**config.mk**
```make
export PLATFORM = sky130hd
export DESIGN_NAME = instr_fetch_flat
export DESIGN_NICKNAME = d
export VERILOG_FILES = /design/src/rtl/instr_fetch_if.sv /design/src/rtl/instr_fetch.sv /design/src/flat_wrapper.sv
export SDC_FILE = /design/constraint.sdc
export NUM_CORES = 1
export LEC_CHECK = 0
export BUFFER_PORTS_ARGS = -buffer_cell sky130_fd_sc_hd__buf_2
export CORE_ASPECT_RATIO = 1.25
export CORE_MARGIN = 2
export CORE_UTILIZATION = 49
export DETAILED_ROUTE_END_ITERATION = 12
export PLACE_DENSITY = 0.8
export SLEW_MARGIN = 0
export SYNTH_ARGS = -nofsm -noshare
export SYNTH_HDL_FRONTEND = slang
export SYNTH_SLANG_ARGS = --single-unit
```
**constraint.sdc**
```tcl
create_clock -name clk -period 2.5 [get_ports clk]
set_input_delay 0.25 -clock clk [delete_from_list [all_inputs] [get_ports clk]]
set_output_delay 0.25 -clock clk [all_outputs]
set_load 0.05 [all_outputs]
```
**src/rtl/instr_fetch_if.sv**
```systemverilog
// instr_fetch_if: instruction memory request/response and decode handoff signals
interface instr_fetch_if;
  logic        imem_req_valid;
  logic        imem_req_ready;
  logic [31:0] imem_req_addr;
  logic        imem_rsp_valid;
  logic [31:0] imem_rsp_data;
  logic        instr_valid;
  logic        instr_ready;
  logic [31:0] instr;
  logic [31:0] instr_pc;
  modport master (
    output imem_req_valid, imem_req_addr, instr_valid, instr, instr_pc,
    input  imem_req_ready, imem_rsp_valid, imem_rsp_data, instr_ready
  );
  modport slave (
    input  imem_req_valid, imem_req_addr, instr_valid, instr, instr_pc,
    output imem_req_ready, imem_rsp_valid, imem_rsp_data, instr_ready
  );
endinterface

```
**src/rtl/instr_fetch.sv**
```systemverilog
// instr_fetch: single-outstanding instruction fetch stage with redirect flush
module instr_fetch #(
  parameter logic [31:0] RESET_PC = 32'h0000_0000
) (
  input  logic          clk,
  input  logic          rst_n,
  input  logic          redirect_valid,
  input  logic [31:0]   redirect_pc,
  instr_fetch_if.master bus
);
  typedef enum logic [1:0] {IDLE, REQ, WAIT, HOLD} state_t;
  localparam logic [31:0] NOP = 32'h0000_0013;
  state_t      state;
  logic [31:0] pc;
  logic        drop;
  logic [31:0] rpc;
  assign rpc = {redirect_pc[31:2], 2'b00};
  assign bus.imem_req_addr = pc;
  // drop marks an in-flight response whose address was superseded by a redirect
  always_ff @(posedge clk or negedge rst_n)
    if (!rst_n) begin
      state <= IDLE;
      pc <= RESET_PC;
      drop <= 1'b0;
      bus.imem_req_valid <= 1'b0;
      bus.instr_valid <= 1'b0;
      bus.instr <= NOP;
      bus.instr_pc <= RESET_PC;
    end else if (redirect_valid) begin
      pc <= rpc;
      bus.instr_valid <= 1'b0;
      case (state)
        REQ: begin
          state <= bus.imem_req_ready ? WAIT : REQ;
          drop <= bus.imem_req_ready;
          bus.imem_req_valid <= !bus.imem_req_ready;
        end
        WAIT: begin
          state <= bus.imem_rsp_valid ? REQ : WAIT;
          drop <= !bus.imem_rsp_valid;
          bus.imem_req_valid <= bus.imem_rsp_valid;
        end
        default: begin
          state <= REQ;
          bus.imem_req_valid <= 1'b1;
        end
      endcase
    end else
      case (state)
        IDLE: begin
          state <= REQ;
          bus.imem_req_valid <= 1'b1;
        end
        REQ: if (bus.imem_req_ready) begin
          state <= WAIT;
          bus.imem_req_valid <= 1'b0;
        end
        WAIT: if (bus.imem_rsp_valid) begin
          drop <= 1'b0;
          state <= drop ? REQ : HOLD;
          bus.imem_req_valid <= drop;
          bus.instr_valid <= !drop;
          if (!drop) begin
            bus.instr <= bus.imem_rsp_data;
            bus.instr_pc <= pc;
          end
        end
        HOLD: if (bus.instr_ready) begin
          pc <= pc + 32'd4;
          state <= REQ;
          bus.imem_req_valid <= 1'b1;
          bus.instr_valid <= 1'b0;
        end
      endcase
endmodule

```
**src/flat_wrapper.sv**
```systemverilog
// flat-port wrapper written by rule: the top's interface ports become plain ports
module instr_fetch_flat 
#(
  parameter logic [31:0] RESET_PC = 32'h0000_0000
)
  (clk, rst_n, redirect_valid, redirect_pc, bus_imem_req_valid, bus_imem_req_addr, bus_instr_valid, bus_instr, bus_instr_pc, bus_imem_req_ready, bus_imem_rsp_valid, bus_imem_rsp_data, bus_instr_ready);
  instr_fetch_if bus_i ();
  input  logic clk;
  input  logic rst_n;
  input  logic redirect_valid;
  input  logic [31:0] redirect_pc;
  output wire logic [$bits(bus_i.imem_req_valid)-1:0] bus_imem_req_valid;
  output wire logic [$bits(bus_i.imem_req_addr)-1:0] bus_imem_req_addr;
  output wire logic [$bits(bus_i.instr_valid)-1:0] bus_instr_valid;
  output wire logic [$bits(bus_i.instr)-1:0] bus_instr;
  output wire logic [$bits(bus_i.instr_pc)-1:0] bus_instr_pc;
  input wire logic [$bits(bus_i.imem_req_ready)-1:0] bus_imem_req_ready;
  input wire logic [$bits(bus_i.imem_rsp_valid)-1:0] bus_imem_rsp_valid;
  input wire logic [$bits(bus_i.imem_rsp_data)-1:0] bus_imem_rsp_data;
  input wire logic [$bits(bus_i.instr_ready)-1:0] bus_instr_ready;
  assign bus_imem_req_valid = bus_i.imem_req_valid;
  assign bus_imem_req_addr = bus_i.imem_req_addr;
  assign bus_instr_valid = bus_i.instr_valid;
  assign bus_instr = bus_i.instr;
  assign bus_instr_pc = bus_i.instr_pc;
  assign bus_i.imem_req_ready = bus_imem_req_ready;
  assign bus_i.imem_rsp_valid = bus_imem_rsp_valid;
  assign bus_i.imem_rsp_data = bus_imem_rsp_data;
  assign bus_i.instr_ready = bus_instr_ready;
  instr_fetch #(.RESET_PC(RESET_PC)) u_core (.clk(clk), .rst_n(rst_n), .redirect_valid(redirect_valid), .redirect_pc(redirect_pc), .bus(bus_i));
endmodule
```
=== Word level (Yosys, flattened, before mapping) ===
Index checks and enable logic that the tools add are counted.

* Muxes and demuxes: 26
* Equal/unequal tests: 6
* Reductions and logical operators: 15
* Bitwise operators: 2
* Add/subtract/negate cells: 1

{| class="wikitable"
|+ Operator list
! operator !! number
|-
| 32-bit 2-to-1 mux || 3
|-
| 32-bit by 3-bit adder with 32-bit output, second input constant || 1
|-
| 2-bit 2-to-1 mux || 7
|-
| 1-bit 2-to-1 mux || 10
|-
| 2-bit nonzero test || 5
|-
| 3-bit inequality test, second input constant || 3
|-
| 3-bit AND reduction || 3
|-
| 2-bit one-hot mux with 4 select lines || 1
|-
| 1-bit one-hot mux with 2 select lines || 3
|-
| 2-bit == test, second input constant || 2
|-
| 1-bit one-hot mux with 4 select lines || 1
|-
| 2-bit one-hot mux with 2 select lines || 1
|-
| 4-bit AND reduction || 1
|-
| 1-bit logical NOT || 3
|-
| 3-bit nonzero test || 1
|-
| 2-bit by 1-bit == test with 1-bit output, second input constant || 1
|-
| 2-bit logical NOT || 1
|-
| 1-bit inverter || 2
|-
| 2-bit AND reduction || 1
|}

* Output and inout bits: 98
* Input port bits: 70
* Bits in registers: 101
* Logic and storage cells: 57

=== Longest topological paths before layout ===
* Depth after elaboration: 4
* Mapped depth: 6
* Gate-level depth less buffers: 6

=== Worst setup path after synthesis ===
OpenSTA, ideal clock, no wires.

* Kind: flip-flop to flip-flop
* Start point: reg u_core.pc[5] (netlist: u_core.bus.imem_req_addr[5])
* End point: reg u_core.pc[17] (netlist: u_core.bus.imem_req_addr[17])
* Library setup time: 0.082 ns
* Data arrival time: 2.129 ns
* Data required time: 2.418 ns
* Period minus slack after synthesis: 2.210 ns
* Buffers on the path: 1
* Path slack: 0.290 ns
* Stages on the path, launching flop included: 6
* Cell sequence: dfrtp_1 > nand3_2 > or4_4 > buf_2 > or4_1 > a31oi_1

* Cells in the longest elaborated chain, start to end: 4

{| class="wikitable"
|+ Ends and longest elaborated chain
! item !! RTL line !! source
|-
| start, declared || instr_fetch.sv:14 || <nowiki>logic [31:0] pc;</nowiki>
|-
| start signal, assigned || instr_fetch.sv:30 || <nowiki>pc <= rpc;</nowiki>
|-
| start signal, assigned || instr_fetch.sv:69 || <nowiki>pc <= pc + 32'd4;</nowiki>
|-
| 32-bit by 3-bit adder with 32-bit output || instr_fetch.sv:69 ||
|-
| 32-bit 2-to-1 mux || instr_fetch.sv:68 || <nowiki>HOLD: if (bus.instr_ready) begin</nowiki>
|-
| 32-bit 2-to-1 mux || instr_fetch.sv:49 || <nowiki>case (state)</nowiki>
|-
| 32-bit 2-to-1 mux || instr_fetch.sv:29 || <nowiki>end else if (redirect_valid) begin</nowiki>
|}

Every way passes these cells. The select of a mux whose other input is x is not followed.
A chain may end at the register's enable or synchronous reset.

=== Worst setup path in the final report ===
* Start point: reg u_core.state[0]
* End point: reg u_core.pc[29] (netlist: u_core.bus.imem_req_addr[29])

* Cells in the longest elaborated chain, start to end: 3

{| class="wikitable"
|+ Ends and longest elaborated chain
! item !! RTL line !! source
|-
| start, declared || instr_fetch.sv:13 || <nowiki>state_t state;</nowiki>
|-
| start signal, assigned || instr_fetch.sv:34 || <nowiki>state <= bus.imem_req_ready ? WAIT : REQ;</nowiki>
|-
| start signal, assigned || instr_fetch.sv:39 || <nowiki>state <= bus.imem_rsp_valid ? REQ : WAIT;</nowiki>
|-
| start signal, assigned || instr_fetch.sv:60 || <nowiki>state <= drop ? REQ : HOLD;</nowiki>
|-
| 2-bit == test || instr_fetch.sv:49 ||
|-
| 2-bit nonzero test (no source line) || n/a ||
|-
| 2-bit AND reduction (no source line) || n/a ||
|}

Every way passes these cells.

==> metrics.log <==
[metrics] switch share: approximately half
[metrics] met3 wire length: 585 um
[metrics] overall overflow remaining after global route: 0
[metrics] Synth Register Bits: 97
[metrics] Setup Skew: 13.6 ps
[metrics] Worst VDD drop: 0.000915 V
[metrics] pin count of the biggest net entering global routing: between 60 and 70
[metrics] slowest CP cell: or4_1
[metrics] proportion of power drawn by flip-flops and latches: a little over a third
[metrics] Top delay family on crit path: simple AND/OR/NAND/NOR gates
[metrics] Post-synth ARST share: 100%
[metrics] post-CTS setup buffers: 0
[metrics] arrival time of the worst setup path: between 2000 and 2500 ps
[metrics] delay of the slowest cell on the worst path: 700 ps
[metrics] net switching power: ~3.3 mW
[metrics] number of instances in the synthesized netlist: ~380
[metrics] core box area: about 8700 um^2
[metrics] initial antenna violation count: 0
[metrics] Yosys warning total: 0
[metrics] via count of the first global-routing pass: about 3500
[metrics] Net count, final: between 600 and 700
[metrics] routed length on met1: 4210 um
[metrics] Total Power Consumption: between 6 and 7 mW
[metrics] Power per Cell Area: ~1200 nW/um^2
[metrics] number of placed I/O pins: around 170
[metrics] wire length of the first global-routing pass: around 16000 um
[metrics] first drt pass iteration count: 4
[metrics] tightest slew margin relative to the limit: 48.3%
[metrics] Final Setup Violations: 0
[metrics] fraction of the cycle the final worst path needs: between 80 and 90%
[metrics] Final Hold Vio Count: 0
[metrics] Max-cap violations: 0
[metrics] Worst Path Required: between 2000 and 3000 ps
[metrics] FILL cells: 760
[metrics] CTS H-tree lvls: 3
[metrics] wire length on met2: approximately 5200 um
[metrics] Post-synth top flop: dfrtp_1
[metrics] area of the mapped netlist: between 4000 and 5000 um^2
[metrics] Die Area: 9820 um^2
[metrics] Critical path buffers and inverters: 0
[metrics] count of cell types in the netlist: 37
[metrics] via count of the routed design: around 3500
[metrics] Critical Path Sink Type: flip-flop
[metrics] width of the chip: 89.0 um
[metrics] DP Wirelength: 7670 um
[metrics] cells along the critical path: ha_1 -> nand4_2 -> or4_1 -> or4_1 -> a31oi_1
[metrics] clock tree from TritonCTS: done
[metrics] setup repair after global routing missed its margin: no
[metrics] startpoint type of the worst setup path: flip-flop
[metrics] antenna cell count: 0
[metrics] per-cell via count in the routed design: 5.31
[metrics] DR WL/cell: about 15 um
[metrics] global-route total usage across every layer: between 20% and 30%
[metrics] clock power share: about 14%
[metrics] total CTS buffers: 9
[metrics] CTS Buffer Depth: 2
[metrics] clock root buffer: clkbuf_8
[metrics] share of layout cells above drive strength 1: between 40% and 50%
[metrics] drt initial violations: between 150 and 200
[metrics] Post-Route Setup TNS: 0 ps
[metrics] source-to-sink clock delay at the later pin of the worst-skew pair: about 360 ps
[metrics] Hold/Removal Path Class: in -> reg
[metrics] number of nets still failing antenna checks after routing: 0
[metrics] leak pwr: approximately 2.7 nW
[metrics] category of the most critical setup path: reg -> reg
[metrics] uppermost routed layer: met4
[metrics] wire length reported by the detailed router: between 10000 and 15000 um
[metrics] post-synthesis area per instance: ~12 um^2
[metrics] P_int: about 3.4 mW
[metrics] initial cell density of the core: approximately half
[metrics] number of flops mapped to enable cells by yosys: 0
[metrics] minimum period implied by the final worst setup slack: ~2200 ps
[metrics] Sinks on Clock Net: 97
[metrics] CTS clock-pin slew for the worst setup and hold paths: approximately 100 ps
[metrics] CP most frequent cell: or4_1
[metrics] area growth from synthesis to final layout: 25.9%
[metrics] Remaining DRCs: 0
[metrics] count of input and output buffers: 161
[metrics] Max Clk Rate: about 0.45 GHz
[metrics] number of pins with negative max-slew slack in the final report: 0
[metrics] sequential area share after synthesis: 54.9%
[metrics] outcome: finished clean
[metrics] Comb pwr share: between 40% and 50%
[metrics] slew at the pin closest to its max-slew limit: slightly below 800 ps
[metrics] standard-cell rows: 38
[metrics] die span in y: ~110 um
[metrics] placer's final routability congestion estimate: slightly above 0.8
[metrics] Max Fanout on Critical Path: 8
repair_timing:
item / CTS / global route
endpoints found under the hold margin: 57 / 0
hold buffers: 1 / 0
gates resized for setup: 0 / 0
cell families (layout without fill, tap and decap cells):
family / after synthesis / count (layout) / synth area share (%)
muxes: 67 / 67 / 17.0
other: 1 / 4 / 0.0847
and+or+nand+nor: 113 / 113 / 13.7
buffers and inverters: 29 / 193 / 3.02
DFF: 97 / 97 / 54.9
adders and majority gates: 5 / 5 / 1.41
AOI/OAI and AO/OA: 56 / 56 / 7.94
xor gates and xnor gates: 10 / 10 / 1.98
state kept, by name (all words and copies together), names as in the netlist:
name / count
u_core.bus.instr_valid: 1
u_core.bus.imem_req_addr: 30
u_core.drop: 1
u_core.state: 2
u_core.bus.instr: 32
u_core.bus.imem_req_valid: 1
u_core.bus.instr_pc: 30
power by group through the flow:
stage | logic [mW] | registers, mW | clock network, mW
2_1_floorplan | 0.726 | 4.19 | 0
3_3_place_gp | 3.24 | 2.41 | 0
3_5_place_dp | 3.29 | 2.45 | 0
4_1_cts | 3.30 | 2.42 | 0.995
5_1_grt | 3.44 | 2.49 | 1.05
6_report | 3.27 | 2.42 | 0.960
final cells by class:
class | instances | area (um^2) | area share (%)
flip-flops and latches | 97 | 2430 | 43.6
multi-input cells | 255 | 1880 | 33.7
repair buffers | 170 | 903 | 16.2
well taps | 120 | 150 | 2.69
clock buffers | 10 | 138 | 2.47
clock inverters | 6 | 47.5 | 0.853
inverters | 7 | 26.3 | 0.471
worst paths after layout:
path	slack, ps	end	cells past startpoint	from
hold / removal	90	u_core.bus.imem_req_addr[11]	3	redirect_pc[11]
setup reg to reg	300	u_core.bus.imem_req_addr[29]	5	u_core.state[0]
hold reg to reg	510	u_core.bus.instr_pc[18]	1	u_core.bus.instr_pc[18]
setup / recovery	300	u_core.bus.imem_req_addr[29]	5	u_core.state[0]
min in group asynchronous	500	u_core.bus.instr[2]	2	rst_n
max in group asynchronous	1320	u_core.bus.instr_pc[17]	3	rst_n
cell usage in the layout (no fill, tap or decap), types with 2 or more instances in the layout:
cell type,n
buf_2,160
dfrtp_1,94
mux2_2,64
nand2_1,29
nor2_1,22
or4_1,18
o21ai_0,18
a31oi_1,16
o31ai_1,13
clkbuf_8,10
nand4_1,9
nand3_1,8
buf_4,7
inv_1,6
xnor2_1,6
nor3_1,5
ha_1,5
and3_1,4
xor2_1,4
nor2b_1,4
conb_1,4
and4_1,3
or3_1,3
o211ai_1,3
mux2i_1,3
a21oi_1,3
inv_6,3
dfstp_2,3
and2_1,2
buf_12,2
routing by layer:
metal / up-vias / global-route usage [%]
li1: 1700 / -
met1: 1701 / 26.3
met2: 109 / 35.9
met3: 21 / 4.69
met4: 0 / 9.70
met5: - / 0
cell usage after synthesis (all sizes together) (2+ instances only):
| cell type | count | area [um^2] |
|---|---|---|
| dfrtp | 94 | 2350 |
| mux2 | 64 | 721 |
| nand2 | 29 | 109 |
| nor2 | 22 | 82.6 |
| or4 | 19 | 146 |
| o21ai | 18 | 90.1 |
| a31oi | 16 | 100 |
| o31ai | 13 | 97.6 |
| buf | 12 | 70.1 |
| clkbuf | 10 | 37.5 |
| nand4 | 10 | 68.8 |
| nand3 | 9 | 50.1 |
| inv | 7 | 26.3 |
| nor3 | 6 | 30.0 |
| xnor2 | 6 | 52.6 |
| ha | 5 | 62.6 |
| and3 | 4 | 25.0 |
| nor2b | 4 | 25.0 |
| xor2 | 4 | 35.0 |
| a21oi | 3 | 15.0 |
| and4 | 3 | 26.3 |
| dfstp | 3 | 78.8 |
| mux2i | 3 | 30.0 |
| o211ai | 3 | 22.5 |
| or3 | 3 | 18.8 |
| and2 | 2 | 12.5 |
per-stage QoR:
| stage | utilization [%] | setup WS (ps) | instance area, um^2 | hold WS (ps) | instances |
|---|---|---|---|---|---|
| after floorplan | - | 290 | 4440 | -45.6 | 381 |
| after global placement | 61.5 | 370 | 5380 | 362 | 648 |
| after detailed placement | 61.5 | 312 | 5380 | 372 | 648 |
| after CTS | 63.7 | 291 | 5580 | 72.0 | 665 |
| after global routing | 63.7 | 206 | 5580 | 84.2 | 665 |
| final | 63.7 | 301 | 5580 | 91.9 | 665 |
tightest hold or removal path, stage by stage:
cell and delay [ps]:
buf_2 70, nand2_1 40, nand3_1 50
Power figures use the tool's default switching activity.
